===== config.mk =====
export PLATFORM = sky130hd
export DESIGN_NAME = uart_tx_arbiter
export DESIGN_NICKNAME = d
export VERILOG_FILES = /design/src/rtl/uart_tx_arbiter.sv
export SDC_FILE = /design/constraint.sdc
export NUM_CORES = 1
export LEC_CHECK = 0
export BUFFER_PORTS_ARGS = -buffer_cell sky130_fd_sc_hd__buf_2
export CAP_MARGIN = 20
export CELL_PAD_IN_SITES_DETAIL_PLACEMENT = 1
export CELL_PAD_IN_SITES_GLOBAL_PLACEMENT = 1
export CORE_UTILIZATION = 31
export DETAILED_ROUTE_END_ITERATION = 10
export PLACE_DENSITY_LB_ADDON = 0.1
export SYNTH_ARGS = -nofsm -noshare
export SYNTH_HDL_FRONTEND = slang
export SYNTH_SLANG_ARGS = --single-unit

===== constraint.sdc =====
create_clock -name clk -period 2.5 [get_ports clk]
set_input_delay 0.5 -clock clk [delete_from_list [all_inputs] [get_ports clk]]
set_output_delay 0.5 -clock clk [all_outputs]
set_load 0.05 [all_outputs]

===== src/rtl/uart_tx_arbiter.sv =====
// uart_tx_arbiter
//   Round-robin arbiter and sequencer sharing one UART transmitter among NUM_REQ byte-stream
//   requesters. A winning byte is latched on its valid/ready handshake, the transmitter gets a
//   one-cycle tx_dv, the arbiter waits for tx_done (optionally guarded by a watchdog), inserts
//   an optional gap, then re-arbitrates.
//
//   Optional feature macro: UART_ARB_PACKET_LOCK_EN
//     When defined, accepting a byte with req_last=0 locks the grant to that requester until a
//     byte with req_last=1 is accepted, a watchdog abort occurs, or reset.
//     When undefined, req_last is ignored and every byte is re-arbitrated.
//
// Ports:
//   clk, reset            clock, synchronous active-high reset
//   req_valid/req_byte    per-requester byte offer; byte i at req_byte[8i+7:8i]
//   req_last              last byte of packet (packet-lock builds only)
//   req_ready             one-hot accept strobe, only ever set in idle
//   tx_dv/tx_byte         start pulse and byte to the transmitter
//   tx_active/tx_done     transmitter busy status and one-cycle completion pulse
//   grant_id              index of most recently accepted requester
//   busy                  arbiter not idle or transmitter active
//   timeout_err           one-cycle pulse when the watchdog aborts a transfer
module uart_tx_arbiter #(
    parameter int unsigned NUM_REQ        = 4,
    parameter int unsigned GAP_CYCLES     = 0,
    parameter int unsigned TIMEOUT_CYCLES = 0
) (
    input  logic                       clk,
    input  logic                       reset,
    input  logic [NUM_REQ-1:0]         req_valid,
    input  logic [8*NUM_REQ-1:0]       req_byte,
    input  logic [NUM_REQ-1:0]         req_last,
    output logic [NUM_REQ-1:0]         req_ready,
    output logic                       tx_dv,
    output logic [7:0]                 tx_byte,
    input  logic                       tx_active,
    input  logic                       tx_done,
    output logic [$clog2(NUM_REQ)-1:0] grant_id,
    output logic                       busy,
    output logic                       timeout_err
);

    localparam int unsigned IdW = $clog2(NUM_REQ);
    localparam logic [NUM_REQ-1:0] ReqOne = {{(NUM_REQ-1){1'b0}}, 1'b1};

    typedef logic [IdW-1:0] id_t;

    typedef enum logic [1:0] {
        StIdle,
        StLaunch,
        StWaitDone,
        StGap
    } state_e;

    state_e      state_q, state_d;
    id_t         last_grant_q, last_grant_d;
    id_t         grant_id_q, grant_id_d;
    logic [7:0]  tx_byte_q, tx_byte_d;
    logic [15:0] wdog_q, wdog_d;
    logic [7:0]  gap_q, gap_d;

`ifdef UART_ARB_PACKET_LOCK_EN
    logic lock_q, lock_d;
    id_t  lock_id_q, lock_id_d;
`else
    logic unused_req_last;
    assign unused_req_last = ^req_last;
`endif

    logic [NUM_REQ-1:0] eligible;
    id_t                winner;
    logic               any_valid;
    logic               wdog_expire;
    logic               gap_expire;
    state_e             after_done;

    // Round-robin pick: first eligible requester scanning upward from last_grant+1 with wrap.
    always_comb begin
        eligible = req_valid;
`ifdef UART_ARB_PACKET_LOCK_EN
        if (lock_q) begin
            eligible = req_valid & (ReqOne << lock_id_q);
        end
`endif
        winner    = '0;
        any_valid = 1'b0;
        for (int unsigned k = 1; k <= NUM_REQ; k++) begin
            if (!any_valid && eligible[id_t'((32'(last_grant_q) + k) % NUM_REQ)]) begin
                winner    = id_t'((32'(last_grant_q) + k) % NUM_REQ);
                any_valid = 1'b1;
            end
        end
    end

    // Watchdog fires in the cycle that is TIMEOUT_CYCLES after the tx_dv cycle.
    assign wdog_expire = (17'(wdog_q) + 17'd1) >= 17'(TIMEOUT_CYCLES);
    assign gap_expire  = (9'(gap_q) + 9'd1) >= 9'(GAP_CYCLES);
    assign after_done  = (GAP_CYCLES != 0) ? StGap : StIdle;

    always_comb begin
        state_d      = state_q;
        last_grant_d = last_grant_q;
        grant_id_d   = grant_id_q;
        tx_byte_d    = tx_byte_q;
        wdog_d       = wdog_q;
        gap_d        = gap_q;
        req_ready    = '0;
        tx_dv        = 1'b0;
        timeout_err  = 1'b0;
`ifdef UART_ARB_PACKET_LOCK_EN
        lock_d       = lock_q;
        lock_id_d    = lock_id_q;
`endif

        unique case (state_q)
            StIdle: begin
                if (any_valid) begin
                    req_ready  = ReqOne << winner;
                    tx_byte_d  = req_byte[{winner, 3'b000} +: 8];
                    grant_id_d = winner;
`ifdef UART_ARB_PACKET_LOCK_EN
                    // Pointer only moves when a packet ends, so a locked stream keeps priority.
                    if (req_last[winner]) begin
                        lock_d       = 1'b0;
                        last_grant_d = winner;
                    end else begin
                        lock_d    = 1'b1;
                        lock_id_d = winner;
                    end
`else
                    last_grant_d = winner;
`endif
                    state_d = StLaunch;
                end
            end

            StLaunch: begin
                tx_dv   = 1'b1;
                wdog_d  = '0;
                state_d = StWaitDone;
            end

            StWaitDone: begin
                // tx_done wins over a coincident watchdog expiry.
                if (tx_done) begin
                    gap_d   = '0;
                    state_d = after_done;
                end else if ((TIMEOUT_CYCLES != 0) && wdog_expire) begin
                    timeout_err = 1'b1;
                    gap_d       = '0;
                    state_d     = after_done;
`ifdef UART_ARB_PACKET_LOCK_EN
                    if (lock_q) begin
                        lock_d       = 1'b0;
                        last_grant_d = lock_id_q;
                    end
`endif
                end else if (wdog_q != 16'hFFFF) begin
                    wdog_d = wdog_q + 16'd1;
                end
            end

            StGap: begin
                if (gap_expire) begin
                    state_d = StIdle;
                end else if (gap_q != 8'hFF) begin
                    gap_d = gap_q + 8'd1;
                end
            end

            default: begin
                state_d = StIdle;
            end
        endcase
    end

    always_ff @(posedge clk) begin
        if (reset) begin
            state_q      <= StIdle;
            last_grant_q <= id_t'(NUM_REQ - 1);
            grant_id_q   <= '0;
            tx_byte_q    <= '0;
            wdog_q       <= '0;
            gap_q        <= '0;
`ifdef UART_ARB_PACKET_LOCK_EN
            lock_q       <= 1'b0;
            lock_id_q    <= '0;
`endif
        end else begin
            state_q      <= state_d;
            last_grant_q <= last_grant_d;
            grant_id_q   <= grant_id_d;
            tx_byte_q    <= tx_byte_d;
            wdog_q       <= wdog_d;
            gap_q        <= gap_d;
`ifdef UART_ARB_PACKET_LOCK_EN
            lock_q       <= lock_d;
            lock_id_q    <= lock_id_d;
`endif
        end
    end

    assign tx_byte  = tx_byte_q;
    assign grant_id = grant_id_q;
    assign busy     = (state_q != StIdle) || tx_active;

endmodule


**After elaboration in Yosys (flattened, before gate mapping)**

Cells that the tools add are included.
W data, S select, Z words.

- $add $sub $neg: 6
- Order comparisons: 5
- Equal/unequal tests: 9
- Shift operators: 2
- Multiplexer cells: 27
- Reductions and logical operators: 13

Operators by type and width:

| cell | number |
|---|---|
| $shiftx A32 B6 Y8 | 1 |
| $mux W8 | 3 |
| $pmux W8 S2 | 1 |
| $mux W2 | 7 |
| $lt A2 B3 Y1 const B | 4 |
| $ne A2 B2 Y1 const B | 5 |
| $add A8 B1 Y9 const B | 1 |
| $ge A9 B1 Y1 const B | 1 |
| $mux W1 | 9 |
| $add A8 B1 Y8 const B | 1 |
| $bmux W1 S2 | 4 |
| $mux W4 | 2 |
| $ne A8 B8 Y1 const B | 1 |
| $pmux W2 S4 | 1 |
| $add A2 B1 Y2 const B | 2 |
| $add A2 B2 Y2 const B | 2 |
| $eq A2 B2 Y1 const B | 2 |
| $reduce_and A4 Y1 | 1 |
| $reduce_bool A2 Y1 | 2 |
| $shl A1 B2 Y4 const A | 1 |
| $logic_and A1 B1 Y1 | 3 |
| $logic_not A1 Y1 | 3 |
| $reduce_and A3 Y1 | 1 |
| $eq A2 B1 Y1 const B | 1 |
| other kinds (3) | 3 |

- Register bits after elaboration: 22
- Input bits: 44
- Output and inout port bits: 17
- Logic and storage cells: 67

**Depth between registers and ports, before layout**

- Depth after elaboration: 16
- Mapped depth: 7
- Gate-level depth less buffers: 5

**Worst setup path before layout**

OpenSTA, ideal clock, no wires.

- Kind: input-to-output
- Start point: input req_valid[2]
- End point: output req_ready[1]
- Arrival: 2.348 ns
- Data required time: 2.000 ns
- Setup slack: -0.348 ns
- Stages on the path: 5
- Buffers on the path: 1
- Cell sequence: nand2b_1 a21o_1 o311ai_2 buf_2 nor3b_1

- Cells in the longest elaborated chain, start to end: 15
- Elaborated cells on any way between the ends: 25
- Those cells by class: shift (1); mux (18); reduce/logical (6)

RTL lines:

| item | RTL line | text |
|---|---|---|
| from (decl) | 29 | `input logic [NUM_REQ-1:0] req_valid,` |
| $bmux W1 S2 | 87 | `if (!any_valid && eligible[id_t'((32'(last_grant_q) + k) % NUM_REQ)]) begin` |
| $mux W1 (implied by the code) | 87 |  |
| $mux W1 | 87 |  |
| $logic_not A1 Y1 | 87 |  |
| $logic_and A1 B1 Y1 | 87 |  |
| $mux W1 | 87 |  |
| $logic_not A1 Y1 | 87 |  |
| $logic_and A1 B1 Y1 | 87 |  |
| $mux W1 | 87 |  |
| $logic_not A1 Y1 | 87 |  |
| $logic_and A1 B1 Y1 | 87 |  |
| $mux W2 | 87 |  |
| $shl A1 B2 Y4 | 117 | `req_ready = ReqOne << winner;` |
| $mux W4 * | 116 | `if (any_valid) begin` |
| $mux W4 * | 114 | `unique case (state_q)` |
| to (decl) | 32 | `output logic [NUM_REQ-1:0] req_ready,` |

Mark *: on every way between the ends. The rest lies on a longest branch, timed or not. The select of a mux whose other input is x is not followed.

**Worst setup path after layout**

- Start point: input req_valid[1]
- End point: output req_ready[1]

Same word-level chain as after synthesis.

==> reports/results.ini <==
[global_route]
first_global_vias=999
grt_max_degree=15
grt_overflow_total=0
grt_pass1_wl_um=4220
antenna_found_initial=0
track_usage_pct=16.7

[route]
detail-route-antenna-nets=0
detail_route.iter0.violations=11
routed_via_density=5.04
post_drt_wl_per_cell_um=13.9
drt_wl_total_um=2560
drtPass1Iterations=4
vias=927
drc_errors=0

[yosys]
yosys.area.top_type=dfxtp_1
synth.most_common_cell=mux2i_1
synth_top_family_by_area=multiplexers
ys.flop_type=dfxtp_1
synth.area.mux_share_pct=27.5
synthesis.nets=140
synth.top_cell.area_share_pct=30.9
synth_edf_count=0
async_flop_share_pct=0
synth_area_leaders=dfxtp_1 31%, mux2i_1 18%, mux2_2 9.9%
synthAdderAreaFrac_pct=0
synth_common_cells=16 x mux2i_1, 14 x dfxtp_1, 8 x mux2_2, 8 x nand3b_1, 8 x nor2_1
synthXorXnorAreaFrac_pct=0
ys_seq_area_share_pct=30.9
ys_types=30
netlist_area_um2=908
syn_inst=96
avgSynthCellArea_um2=9.46
ys_ff_latch=14
synth_compound_area_share_pct=15.7
ys_warn_count=0
yosys.area_share.simple_pct=19.4

[timing]
fmax_mhz=429
finalSetupViolCount=0
finalHoldViolations=0
slew_violations=0
worst_pin_slew_ns=0.690
slew_headroom_pct=53.9
timing.hold.ws_ns=0.472
clock_skew_ns=0.00303
finalCriticalPeriod_ns=2.33
timing.final.crit_share_pct=93.2
rsz0062_at_grt=no
setup_tns_ns=0

[worst_setup_path]
worstPathArrival_ns=1.83
worstSetupPathType=input port to output pin
crit_chain=buf_2 -> nor2_1 -> o311ai_2 -> nor3b_2 -> buf_2
crit_fanout=8
cp.buffers_inverters=2
max_stage_delay_ns=0.59
cpMaxStageDelayCell=o311ai_2
reg2reg_setup_slack_ns=0.67
cpMostUsedCell=buf_2
crit_family=compound AO/OA/AOI/OAI gates
worst_setup_path_end_kind=output pin
worstPathRequired_ns=2.00
critPathLaunchType=input port

[floorplan]
initial_core_util_pct=32.9
core_mm2=0.00276
ioPinCount=61
dieArea_mm2=0.00315
die_y_um=56.1
fp-row-count=19
die_w_um=56.1

[clock_tree]
root_buffer=clkbuf_4
cts_tree=done
cts_htree_levels=1
path_clk_slew_ns=0.08
post_cts_resized=0
clk-insertion-delay-late_ns=0.27
ctsHoldBuffers=0
post_cts_buffers=0
cts_buffers=3
clk_path_buf_depth=2
cts_sinks=14

[power]
p_sw_share_pct=43.5
p_comb_share_pct=51.9
p_sw_w=0.000363
p_int_w=0.000472
power_density_mw_per_mm2=673
peakVddDrop_mv=0.601
clkPwrFrac_pct=14.8
seqPwrFrac_pct=33.3
p_leak_nw=0.614

[final_layout]
fillers=355
design_area_mm2=0.00124
regArea_um2=280
nets=199
multi_input_area_um2=583
diodes=0
area_delta_synth_final_pct=36.6
drive_above_1_share_pct=52.3

[placed_design]
dp_hpwl_um=2070
numPortBuffers=55
gp_congestion=0.712
place_area_mm2=0.00122

[flow_run]
maxCapViolCount=0

[worst_hold_path]
hold_class=flip-flop to flip-flop

[run_status]
status=finished, final reports clean

worst reg2reg max path, delay by kind of cell, from the launching register on:
family                 cells  cell delay [ns]
buffers and inverters      1             0.29
AOI/OAI and AO/OA          2             0.46
DFF                        1             0.33
muxes                      2             0.42
and+or+nand+nor            1             0.21
cell usage in the layout (no fill, tap or decap), types with 4 or more instances in the layout:
cell / count
buf_4: 5
nor2_1: 8
o21ai_2: 5
nand3b_1: 8
mux2i_1: 16
dfxtp_1: 14
o21ai_1: 4
buf_2: 55
mux2_2: 8
registers in the layout (all words and copies together), names as in the netlist:
register      flops
state_q           2
last_grant_q      2
grant_id          2
tx_byte           8
through the flow:
stage	util, %	power, W	instances	worst slack (ns)
finish	45.0	0.000835	184	0.170
detailed placement	44.2	0.000722	181	0.159
CTS	45.0	0.000848	184	0.149
floorplan	-	0.000615	96	0.0454
global route	45.0	0.000885	184	0.0350
global placement	44.2	0.000709	181	0.167
layout make-up:
type | count | area share, %
tap | 31 | 3.13
sequential | 14 | 22.6
multi-input combinational | 75 | 47.0
timing repair buffer | 60 | 25.2
clock buffer | 3 | 1.81
inverter | 1 | 0.302
kinds of logic after synthesis:
logic type	Yosys count
AOI/OAI and AO/OA	19
buffers and inverters	7
DFF	14
muxes	24
other	1
and+or+nand+nor	31
path summary, 6_finish.rpt:
check	from	to	cells after the start
max	req_valid[1]	req_ready[1]	5
min	grant_id[1]$_SDFFE_PP0P_	grant_id[1]$_SDFFE_PP0P_	2
max reg2reg	last_grant_q[0]$_SDFFE_PP1P_	tx_byte[1]$_SDFFE_PP0P_	6
min reg2reg	grant_id[1]$_SDFFE_PP0P_	grant_id[1]$_SDFFE_PP0P_	2
layer usage:
layer  vias up  share of wire [%]  global-route usage, %
met5         -                  0                      0
met1       434                 38                   17.0
met3         0                7.3                   4.88
met4         0                  0                      0
met2        35                 54                   34.9
li1        458                  -                      -
power by group through the flow:
stage | logic (W) | registers [W] | clock network, W
CTS | 0.000440 | 0.000278 | 0.000130
global route | 0.000466 | 0.000283 | 0.000136
detailed placement | 0.000439 | 0.000283 | 0
global placement | 0.000427 | 0.000282 | 0
floorplan | 0.000247 | 0.000368 | 0
finish | 0.000433 | 0.000278 | 0.000124
Power figures use the tool's default switching activity.
